[src/rtl/uart_cfg.sv]
// ============================================================================
// Module   : uart_cfg
// Brief    : Full-duplex UART with configurable data width, parity, stop bits,
//            RX parity/framing error flags and a TX busy flag.
// Revision : 1.0 - initial release
// ============================================================================
`default_nettype none

module uart_cfg #(
    parameter int CLK_FREQ  = 50000000,
    parameter int BAUD_RATE = 9600,
    parameter int DIV       = CLK_FREQ / BAUD_RATE,
    parameter int DATA_BITS = 8,
    parameter int PARITY    = 0,
    parameter int STOP_BITS = 1
) (
    input  logic                 clk,
    input  logic                 rst_n,
    input  logic                 tx_en,
    input  logic [DATA_BITS-1:0] tx_data,
    input  logic                 uart_rxd,
    output logic                 uart_txd,
    output logic                 tx_busy,
    output logic                 tx_done,
    output logic [DATA_BITS-1:0] rx_data,
    output logic                 rx_ready,
    output logic                 parity_error,
    output logic                 frame_error
);

    localparam int               CNT_W       = $clog2(DIV);
    localparam logic [CNT_W-1:0] C_CNT_LAST  = CNT_W'(DIV - 1);
    localparam logic [CNT_W-1:0] C_CNT_MID   = CNT_W'(DIV / 2);
    localparam logic [CNT_W-1:0] C_CNT_ONE   = CNT_W'(1);
    localparam logic [2:0]       C_DATA_LAST = 3'(DATA_BITS - 1);
    localparam logic             C_STOP_LAST = 1'(STOP_BITS - 1);
    localparam bit               C_HAS_PAR   = (PARITY != 0);
    localparam bit               C_ODD       = (PARITY == 2);

    typedef enum logic [2:0] {
        TX_IDLE  = 3'd0,
        TX_START = 3'd1,
        TX_DATA  = 3'd2,
        TX_PAR   = 3'd3,
        TX_STOP  = 3'd4
    } tx_state_t;

    typedef enum logic [2:0] {
        RX_IDLE  = 3'd0,
        RX_START = 3'd1,
        RX_DATA  = 3'd2,
        RX_PAR   = 3'd3,
        RX_STOP  = 3'd4,
        RX_BREAK = 3'd5
    } rx_state_t;

    // ------------------------------------------------------------------ TX
    tx_state_t              tx_state_q, tx_state_d;
    logic [CNT_W-1:0]       tx_cnt_q, tx_cnt_d;
    logic [2:0]             tx_idx_q, tx_idx_d;
    logic                   tx_stop_q, tx_stop_d;
    logic [DATA_BITS-1:0]   tx_shift_q, tx_shift_d;
    logic                   tx_par_q, tx_par_d;
    logic                   w_tx_bit_end;
    logic                   w_tx_last;

    always_ff @(posedge clk) begin
        if (!rst_n) begin
            tx_state_q <= TX_IDLE;
            tx_cnt_q   <= '0;
            tx_idx_q   <= '0;
            tx_stop_q  <= 1'b0;
            tx_shift_q <= '0;
            tx_par_q   <= 1'b0;
        end else begin
            tx_state_q <= tx_state_d;
            tx_cnt_q   <= tx_cnt_d;
            tx_idx_q   <= tx_idx_d;
            tx_stop_q  <= tx_stop_d;
            tx_shift_q <= tx_shift_d;
            tx_par_q   <= tx_par_d;
        end
    end

    // Busy drops in the final stop cycle so a new request there starts the next frame with no gap.
    always_comb begin
        tx_state_d   = tx_state_q;
        tx_cnt_d     = tx_cnt_q;
        tx_idx_d     = tx_idx_q;
        tx_stop_d    = tx_stop_q;
        tx_shift_d   = tx_shift_q;
        tx_par_d     = tx_par_q;
        w_tx_bit_end = (tx_cnt_q == C_CNT_LAST);
        w_tx_last    = (tx_state_q == TX_STOP) && w_tx_bit_end && (tx_stop_q == C_STOP_LAST);
        tx_done      = w_tx_last;
        tx_busy      = (tx_state_q != TX_IDLE) && !w_tx_last;
        uart_txd     = 1'b1;

        if (tx_state_q != TX_IDLE) begin
            tx_cnt_d = w_tx_bit_end ? '0 : tx_cnt_q + C_CNT_ONE;
        end

        case (tx_state_q)
            TX_IDLE: ;
            TX_START: begin
                uart_txd = 1'b0;
                if (w_tx_bit_end) begin
                    tx_state_d = TX_DATA;
                    tx_idx_d   = '0;
                end
            end
            TX_DATA: begin
                uart_txd = tx_shift_q[0];
                if (w_tx_bit_end) begin
                    tx_shift_d = tx_shift_q >> 1;
                    if (tx_idx_q == C_DATA_LAST) begin
                        tx_state_d = C_HAS_PAR ? TX_PAR : TX_STOP;
                        tx_stop_d  = 1'b0;
                    end else begin
                        tx_idx_d = tx_idx_q + 3'd1;
                    end
                end
            end
            TX_PAR: begin
                uart_txd = tx_par_q;
                if (w_tx_bit_end) begin
                    tx_state_d = TX_STOP;
                    tx_stop_d  = 1'b0;
                end
            end
            TX_STOP: begin
                if (w_tx_bit_end) begin
                    if (tx_stop_q == C_STOP_LAST) begin
                        tx_state_d = TX_IDLE;
                    end else begin
                        tx_stop_d = tx_stop_q + 1'b1;
                    end
                end
            end
            default: tx_state_d = TX_IDLE;
        endcase

        if (tx_en && !tx_busy) begin
            tx_state_d = TX_START;
            tx_cnt_d   = '0;
            tx_shift_d = tx_data;
            tx_par_d   = C_ODD ? ~^tx_data : ^tx_data;
        end
    end

    // ------------------------------------------------------------------ RX
    logic                   rx_s1_q, rx_s2_q, rx_s3_q;
    rx_state_t              rx_state_q, rx_state_d;
    logic [CNT_W-1:0]       rx_cnt_q, rx_cnt_d;
    logic [2:0]             rx_idx_q, rx_idx_d;
    logic [DATA_BITS-1:0]   rx_shift_q, rx_shift_d;
    logic                   rx_perr_q, rx_perr_d;
    logic [DATA_BITS-1:0]   rx_data_q;
    logic                   rx_pe_q, rx_fe_q;
    logic                   w_rx_line;
    logic                   w_rx_mid;
    logic                   w_rx_ready;
    logic                   w_rx_pe_new;

    always_ff @(posedge clk) begin
        if (!rst_n) begin
            rx_s1_q    <= 1'b1;
            rx_s2_q    <= 1'b1;
            rx_s3_q    <= 1'b1;
            rx_state_q <= RX_IDLE;
            rx_cnt_q   <= '0;
            rx_idx_q   <= '0;
            rx_shift_q <= '0;
            rx_perr_q  <= 1'b0;
            rx_data_q  <= '0;
            rx_pe_q    <= 1'b0;
            rx_fe_q    <= 1'b0;
        end else begin
            rx_s1_q    <= uart_rxd;
            rx_s2_q    <= rx_s1_q;
            rx_s3_q    <= rx_s2_q;
            rx_state_q <= rx_state_d;
            rx_cnt_q   <= rx_cnt_d;
            rx_idx_q   <= rx_idx_d;
            rx_shift_q <= rx_shift_d;
            rx_perr_q  <= rx_perr_d;
            if (w_rx_ready) begin
                rx_data_q <= rx_shift_q;
                rx_pe_q   <= w_rx_pe_new;
                rx_fe_q   <= ~w_rx_line;
            end
        end
    end

    // The falling edge is seen in cycle E with the counter at 0, so the midpoint lands at E + DIV/2.
    always_comb begin
        rx_state_d  = rx_state_q;
        rx_cnt_d    = rx_cnt_q;
        rx_idx_d    = rx_idx_q;
        rx_shift_d  = rx_shift_q;
        rx_perr_d   = rx_perr_q;
        w_rx_line   = rx_s2_q;
        w_rx_mid    = (rx_cnt_q == C_CNT_MID);
        w_rx_ready  = (rx_state_q == RX_STOP) && w_rx_mid;
        w_rx_pe_new = C_HAS_PAR && rx_perr_q;

        if (rx_cnt_q == C_CNT_LAST) begin
            rx_cnt_d = '0;
        end else begin
            rx_cnt_d = rx_cnt_q + C_CNT_ONE;
        end

        case (rx_state_q)
            RX_IDLE: begin
                rx_cnt_d = '0;
                if (rx_s3_q && !w_rx_line) begin
                    rx_state_d = RX_START;
                    rx_cnt_d   = C_CNT_ONE;
                end
            end
            RX_START: begin
                if (w_rx_mid) begin
                    rx_state_d = w_rx_line ? RX_IDLE : RX_DATA;
                    rx_idx_d   = '0;
                end
            end
            RX_DATA: begin
                if (w_rx_mid) begin
                    rx_shift_d = {w_rx_line, rx_shift_q[DATA_BITS-1:1]};
                    if (rx_idx_q == C_DATA_LAST) begin
                        rx_state_d = C_HAS_PAR ? RX_PAR : RX_STOP;
                    end else begin
                        rx_idx_d = rx_idx_q + 3'd1;
                    end
                end
            end
            RX_PAR: begin
                if (w_rx_mid) begin
                    rx_perr_d  = w_rx_line != (C_ODD ? ~^rx_shift_q : ^rx_shift_q);
                    rx_state_d = RX_STOP;
                end
            end
            RX_STOP: begin
                if (w_rx_mid) begin
                    rx_state_d = w_rx_line ? RX_IDLE : RX_BREAK;
                end
            end
            RX_BREAK: begin
                rx_cnt_d = '0;
                if (w_rx_line) begin
                    rx_state_d = RX_IDLE;
                end
            end
            default: rx_state_d = RX_IDLE;
        endcase

        rx_ready     = w_rx_ready;
        rx_data      = w_rx_ready ? rx_shift_q  : rx_data_q;
        parity_error = w_rx_ready ? w_rx_pe_new : rx_pe_q;
        frame_error  = w_rx_ready ? ~w_rx_line  : rx_fe_q;
    end

endmodule

`default_nettype wire

[config.mk]
export PLATFORM = sky130hd
export DESIGN_NAME = uart_cfg
export DESIGN_NICKNAME = d
export VERILOG_FILES = /design/src/rtl/uart_cfg.sv
export SDC_FILE = /design/constraint.sdc
export NUM_CORES = 1
export LEC_CHECK = 0
export CAP_MARGIN = 20
export CORE_MARGIN = 1
export CORE_UTILIZATION = 62
export CTS_BUF_LIST = sky130_fd_sc_hd__clkbuf_16
export DETAILED_ROUTE_END_ITERATION = 12
export GPL_TIMING_DRIVEN = 0
export PLACE_DENSITY_LB_ADDON = 0.3
export SYNTH_ARGS = -nofsm -noshare
export SYNTH_HDL_FRONTEND = slang
export SYNTH_SLANG_ARGS = --single-unit
[constraint.sdc]
create_clock -name clk -period 4.55 [get_ports clk]
set_input_delay 0.6825 -clock clk [delete_from_list [all_inputs] [get_ports clk]]
set_output_delay 0.6825 -clock clk [all_outputs]
set_load 0.01 [all_outputs]
* Yosys cells after proc, flatten, opt, wreduce, memory -nomap -nowiden
Index checks and enable logic that the tools add are counted.
** Word-level totals
- Output and inout bits :: 14
- Register bits after elaboration :: 69
- Word-level logic and storage cells :: 132
- Input bits :: 12
** Operators by class
- Add/subtract/negate cells :: 5
- Mux-type cells :: 43
- Reduce and logical (&&, ||, !) cells :: 27
- Bitwise logic cells :: 4
- Equal/unequal tests :: 36
** Operator list (number)
- $mux 3 :: 20
- $mux 8 :: 4
- $ne 2x2->1 const B :: 16
- $add 13x1->13 const B :: 2
- $eq 13x13->1 const B :: 2
- $mux 13 :: 2
- $pmux 13 s2 :: 1
- $reduce_and 7->1 :: 3
- $pmux 3 s6 :: 1
- $eq 3x3->1 const B :: 5
- $pmux 3 s5 :: 1
- $eq 13x12->1 const B :: 1
- $eq 3x2->1 const B :: 4
- $ne 3x3->1 const B :: 4
- $pmux 3 s2 :: 2
- $mux 1 :: 9
- $reduce_and 4->1 :: 2
- $reduce_bool 2->1 :: 4
- $reduce_xor 8->1 :: 1
- $add 3x1->3 const B :: 2
- $eq 3x1->1 const B :: 2
- $logic_and 1x1->1 :: 6
- $logic_not 3->1 :: 2
- $ne 3x2->1 const B :: 2
- 9 further kinds :: 17

* Longest topological paths before layout
Gate-level depths: netlist of run 1.
- Depth after elaboration :: 9
- Gate-level depth with buffers :: 7
- Mapped depth without buffers :: 6

* Worst setup path before layout of run 1
Ideal clock, no wire load.
- Path type :: register to output
- From :: register rx_cnt_q[0]
- To :: output rx_data[0]
- Cell stages (with the launch flop) :: 7
- Required time :: 3.868 ns
- Data arrival time :: 1.452 ns
- Path buffers :: 1
- Slack :: 2.415 ns
- Cells stage by stage :: dfxtp_1 > inv_1 > ha_1 > and4bb_2 > nand4_2 > buf_4 > mux2_4
** On the way
- Longest elaborated chain between the ends :: 3
** RTL lines
- start: declaration :: RTL line 154 : logic [CNT_W-1:0] rx_cnt_q, rx_cnt_d;
- start signal: assignment :: RTL line 183 : rx_cnt_q <= rx_cnt_d;
- $eq 13x12->1 :: RTL line 203 : w_rx_mid = (rx_cnt_q == C_CNT_MID);
- $logic_and 1x1->1 :: RTL line 204 : w_rx_ready = (rx_state_q == RX_STOP) && w_rx_mid;
- $mux 8
- end: declaration :: RTL line 25 : output logic [DATA_BITS-1:0] rx_data,
No other way between the ends.

* Final worst setup path of run 1
- From :: register rx_cnt_q[0]
- To :: output rx_data[3]
Same word-level chain as after synthesis.

==> reports/metrics.csv, run 1 <==
metric,value,unit
status,"finished, final reports clean",
Slew HR,51.9,%
"Buf+Inv Stages, Crit Path",3,
ANT nets after route,0,
Setup crit start kind,register,
CP max stage delay,0.49,ns
"EDFF count, synth",0,
Clock power frac,49.2,%
PD cells,346,nW/um2
"Reg clk slew, reported paths",0.06,ns
Synth async-reset ratio,0,%
Crit Path Class,register to output pin,
Total Wirelength,7.03,mm
I/O Pins,26,
#FFs+latches synth,68,
antenna diode count,0,
Die W,75.5,um
"Cell Chain, Critical Path",inv_1 -> ha_1 -> and4bb_2 -> nand4_2 -> buf_4 -> mux2_4 -> clkdlybuf4s50_1,
"Slowest-stage cell, CP",clkdlybuf4s50_1,
post_cts resized,0,
fin crit period,3.14,ns
initial antenna violation count,0,
GRT Overall Usage,26.5,%
Num CTS Buffers,9,
top_reg_cell synth,dfxtp_1,
worst vdd ir,0.270,mV
Initial Util,65.2,%
switch share,22.7,%
r2r setup slk,2.62,ns
vias per std cell,5.76,
# hold bufs at CTS,0,
drt pass-1 iters,4,
syn avg cell area,9.13,um2
1st-iter DRT viols,111,
Cells after Synth,367,
via count,2755,
crit end category,output pin,
Place WS,1.78,ns
Setup TNS,0,ns
Final Hold Fails,0,
Int Power,0.00106,W
most frequent cells in the layout,"68 x dfxtp_1, 37 x nor2_1, 25 x clkdlybuf4s50_1",
minimum hold slack,0.445,ns
"commonest non-fill, non-tap cell in the layout",dfxtp_1,
core area,5140,um2
synth warn,0,
Worst EP required,3.87,ns
"Distinct cells, synth",56,
largest net degree at the start of global routing,13,
sequential area share after synthesis,40.6,%
H-tree depth,3,
final number of max-transition violations,0,
Synth Cell Area,3350,um2
RSZ-0062 raised after global routing,no,
Reg2Reg Launch Point,tx_cnt_q[7]$_SDFFE_PP0P_,
worst min-delay path class,register to register,
Tcrit/Tclk final,69.0,%
Pleak,1.56,nW
IO buf count,25,
CP Max Fanout,10,
Top delay family on crit path,buffers and inverters,
Final WS setup,1.41,ns
Max Root-Sink Buffers,2,
worst skew pair latency,0.33,ns
combinational power share,6.2,%
worst setup path end,rx_data[3],
Layout area overhead,18.8,%
CTS Sinks,68,
RR Endpoint,tx_cnt_q[2]$_SDFFE_PP0P_,
switching power total,0.000312,W
Max Fclk,319,MHz
total die area,5700,um2
maxcap violations,0,
die height,75.5,um
post-CTS setup buffers,0,
setup violators final,0,
Synth Net Count,386,
Detail Placement HPWL,4.63,mm
Root Buffer,clkbuf_16,
WP data arrival,2.46,ns
routed len/inst,14.7,um
global route overflow,0,
layout cells sized above 1,10.3,%
WP depth,7,
CTS tree,done,
worst r2r path cells,5,
Worst setup startpoint,rx_cnt_q[0]$_SDFF_PN0_,
Worst-Margin Slew,0.716,ns
Placer Congestion,0.902,
number of remaining DRC errors,0,
first-pass GRT wire length,11.2,mm
Clock Skews,0.00300,ns
vias in the first global route,2466,
Row Count,26,
nets@finish,422,
Seq pwr share,44.6,%
==> stage by stage <==
stage	util (%)	total power, W	cells	instance area, um2
2_1_floorplan	-	0.000680	367	3350
3_3_place_gp	71.7	0.000707	462	3690
3_5_place_dp	71.7	0.000709	462	3690
4_1_cts	77.4	0.00138	478	3980
5_1_grt	77.4	0.00142	478	3980
6_report	77.4	0.00138	478	3980
==> power by group through the flow <==
stage                     clock (W)  sequential, W  combinational [W]
after detailed placement          0       0.000626          0.0000833
after floorplan                   0       0.000624          0.0000557
final                      0.000677       0.000613          0.0000855
after CTS                  0.000683       0.000613          0.0000849
after global routing       0.000713       0.000615          0.0000941
after global placement            0       0.000626          0.0000813
==> sequential cells by signal (all words and copies together) (netlist names) <==
signal / count
tx_shift_q: 8
rx_idx_q: 3
rx_shift_q: 8
tx_state_q: 3
rx_pe_q: 1
tx_idx_q: 3
tx_cnt_q: 13
rx_s1_q: 1
tx_par_q: 1
rx_cnt_q: 13
rx_state_q: 3
rx_fe_q: 1
rx_s2_q: 1
rx_s3_q: 1
rx_data_q: 8
==> how the worst min path moves through the flow <==
stage,from,endpoint,slack [ns],cells past startpoint
final,rx_s1_q$_SDFF_PN1_,rx_s2_q$_SDFF_PN1_,0.45,1
after global routing,rx_s1_q$_SDFF_PN1_,rx_s2_q$_SDFF_PN1_,0.46,1
after CTS,rx_s1_q$_SDFF_PN1_,rx_s2_q$_SDFF_PN1_,0.44,1
after detailed placement,rx_s1_q$_SDFF_PN1_,rx_s2_q$_SDFF_PN1_,0.40,1
after global placement,rx_s1_q$_SDFF_PN1_,rx_s2_q$_SDFF_PN1_,0.39,1
after floorplan,rx_s1_q$_SDFF_PN1_,rx_s2_q$_SDFF_PN1_,0.39,1
==> worst reg2reg max path, stage by stage, from the launching register on <==
cell	delay, ns
dfxtp_1	0.35
nor4b_2	0.49
nand3_1	0.30
o221ai_1	0.33
buf_2	0.27
nor2_1	0.08
==> cell type report <==
type	count	area, um2
sequential	68	1360
fill	385	1160
timing repair buffer	25	250
inverter	15	56.3
multi-input combinational	267	1850
buffer	17	80.1
tap	70	87.6
clock inverter	7	66.3
clock buffer	9	225
==> cell usage after synthesis (4+ instances only) <==
cell type | count | area share (%)
a21oi_1 | 23 | 3.4
and2_1 | 12 | 2.2
and3_1 | 5 | 0.93
buf_2 | 10 | 1.5
clkbuf_1 | 5 | 0.56
dfxtp_1 | 68 | 41
ha_1 | 7 | 2.6
inv_1 | 14 | 1.6
mux2_4 | 7 | 3.1
mux2i_1 | 16 | 4.8
nand2_1 | 19 | 2.1
nand2b_1 | 4 | 0.75
nand3_1 | 12 | 1.8
nand4_1 | 7 | 1.3
nor2_1 | 37 | 4.1
nor3_1 | 9 | 1.3
nor3b_1 | 7 | 1.6
o21a_1 | 4 | 0.90
o21ai_0 | 8 | 1.2
o31ai_1 | 10 | 2.2
or3_1 | 8 | 1.5
xnor2_1 | 16 | 4.2
xor2_1 | 10 | 2.6
==> cells by family after synthesis <==
| group | Yosys count | synth area share, % |
|---|---|---|
| compound gates | 66 | 13.0 |
| xor+xnor | 26 | 6.80 |
| fa+ha+maj | 7 | 2.61 |
| buf+inv | 32 | 4.07 |
| flops | 68 | 40.6 |
| mux | 25 | 8.59 |
| simple gates | 143 | 24.2 |
==> routing by layer <==
layer,global-route usage (%),wire length [um]
met4,14.6,73
met3,5.16,291
met5,0,0
met1,32.6,3330
met2,43.8,3330
(Power assumes the default switching activity.)
==> inputs of run 2 (changes only) <==
CORE_UTILIZATION = 52   (was 62)
clock period = 2.6 ns   (was 4.55 ns; I/O delays follow)
==> run 2 against run 1 <==
Effect of this change:
- sequential share of layout area shrank 0.28 points
- sequential power grew 75%
- power grew 68%
- largest power group unchanged
- count of clock-buffer cells in the layout is the same
- first-iteration DRC count grew 37%
- critical endpoint is now frame_error
==> reports/metrics.csv, run 2 (synthesis results as in run 1) <==
metric,value,unit,change
status,"finished, final reports clean",,
vias in the first global route,2507,,+1.7%
initial antenna violation count,0,,unchanged
Max Root-Sink Buffers,2,,unchanged
Worst EP required,2.21,ns,-1.66 ns
number of remaining DRC errors,0,,unchanged
first-pass GRT wire length,11.3,mm,+0.85%
routed len/inst,14.2,um,-3.4%
GRT Overall Usage,22.1,%,-4.4 points
Setup crit start kind,register,,
ANT nets after route,0,,unchanged
drt pass-1 iters,4,,unchanged
Place WS,0.135,ns,-1.65 ns
vias per std cell,5.60,,-2.8%
IO buf count,25,,unchanged
"Reg clk slew, reported paths",0.06,ns,about the same
core area,6060,um2,+18%
Final Power,0.00231,W,+68%
# hold bufs at CTS,0,,unchanged
largest net degree at the start of global routing,13,,unchanged
"commonest non-fill, non-tap cell in the layout",dfxtp_1,,
Tcrit/Tclk final,96.8,%,
RSZ-0062 raised after global routing,no,,
via count,2734,,-0.76%
H-tree depth,3,,unchanged
Final WS setup,0.0820,ns,-1.33 ns
fillers,489,,+27%
PD cells,575,nW/um2,+66%
largest registers,"rx_cnt_q x13, tx_cnt_q x13",,
Worst-Margin Slew,0.674,ns,-0.0418 ns
setup violators final,0,,unchanged
antenna diode count,0,,unchanged
final number of max-transition violations,0,,unchanged
WP data arrival,2.13,ns,-0.33 ns
worst vdd ir,0.365,mV,+35%
Placer Congestion,0.852,,-5.5%
Slew HR,54.7,%,+2.8 points
Root Buffer,clkbuf_16,,
I/O Pins,26,,unchanged
most frequent cells in the layout,"66 x dfxtp_1, 37 x nor2_1, 23 x a21oi_1",,
Layout area overhead,20.0,%,
Die W,82.3,um,+8.9%
worst skew pair latency,0.33,ns,about the same
Crit Path Class,register to output pin,,
Clock Skews,0.00574,ns,+0.00274 ns
Initial Util,55.3,%,-9.9 points
nets@finish,427,,+1.2%
Pleak,1.65,nW,+5.9%
Row Count,28,,+7.7%
CP Max Fanout,6,,-4
worst min-delay path class,register to register,,
crit end category,output pin,,
CTS tree,done,,
global route overflow,0,,unchanged
Final Hold Fails,0,,unchanged
final cell count without fillers,488,,+2.1%
Setup TNS,0,ns,unchanged
maxcap violations,0,,unchanged
post-placement cell count,467,,+1.1%
die height,82.3,um,+8.9%
Detail Placement HPWL,4.72,mm,+2.0%
total die area,6770,um2,+19%
CTS Sinks,68,,unchanged
Total Wirelength,6.93,mm,-1.4%
1st-iter DRT viols,152,,+37%
fin crit period,2.52,ns,
Num CTS Buffers,9,,unchanged
Max Fclk,397,MHz,
layout cells sized above 1,12.3,%,+2.1 points
[run 2: cell types whose count changed in the layout (fill, tap and decap cells not counted), moves of 2 or more]
cell	change
dlygate4sd2_1	+7
dfxtp_2	+2
buf_4	+4
dfxtp_1	-2
clkinv_1	-2
clkdlybuf4s50_1	-8
[run 2: where the power goes]
part / switching, W / internal [W] / total [W]
clock network: 0.000451 / 0.000638 / 0.00109
registers: 0.0000120 / 0.00106 / 0.00107
logic: 0.0000815 / 0.0000651 / 0.000147
total: 0.000544 / 0.00177 / 0.00231
[run 2: worst paths after layout]
kind	slack, ns	start	cells after the start	end
max	0.08	rx_cnt_q[0]$_SDFF_PN0_	6	frame_error
min	0.42	rx_s1_q$_SDFF_PN1_	1	rx_s2_q$_SDFF_PN1_
max reg2reg	0.66	tx_cnt_q[7]$_SDFFE_PP0P_	5	tx_cnt_q[4]$_SDFFE_PP0P_
min reg2reg	0.42	rx_s1_q$_SDFF_PN1_	1	rx_s2_q$_SDFF_PN1_
[run 2: final cells by class]
type | count | area, um2 | share of cell area (%)
multi-input cells | 267 | 1870 | 46.5
clock buffers | 9 | 225 | 5.60
flip-flops and latches | 68 | 1360 | 33.9
inverters | 15 | 56.3 | 1.40
clock inverters | 7 | 45.0 | 1.12
plain buffers | 17 | 83.8 | 2.09
repair buffers | 30 | 282 | 7.00
well taps | 75 | 93.8 | 2.33
[run 2: worst max-delay path, stage by stage, from the launching register on]
cell and delay [ns]:
dfxtp_2 0.37, inv_1 0.05, ha_1 0.19, and4bb_2 0.26
nand4_4 0.10, mux2_1 0.35, clkdlybuf4s50_1 0.48
[run 2: layer usage]
layer	wire [um]	share of wire, %	up-vias	GRT usage (%)
li1	-	-	1396	-
met2	3170	46	53	34.0
met3	325	4.7	15	4.29
met4	165	2.4	0	12.3
met1	3270	47	1270	28.8
met5	0	0	-	0
[run 2: timing repair]
item                                    CTS  global route
gates cloned                              1             0
resized for setup                        13             2
endpoints found under the setup margin   11             2
pin swaps                                 2             3
buffers inserted                          2             2
[run 2: metrics by stage]
step	hold slack [ns]	cell area, um2	util [%]
floorplan	0.386	3350	-
CTS	0.426	4000	66.0
global placement	0.388	3690	60.9
finish	0.419	4020	66.3
detailed placement	0.408	3690	60.9
global route	0.445	4020	66.3
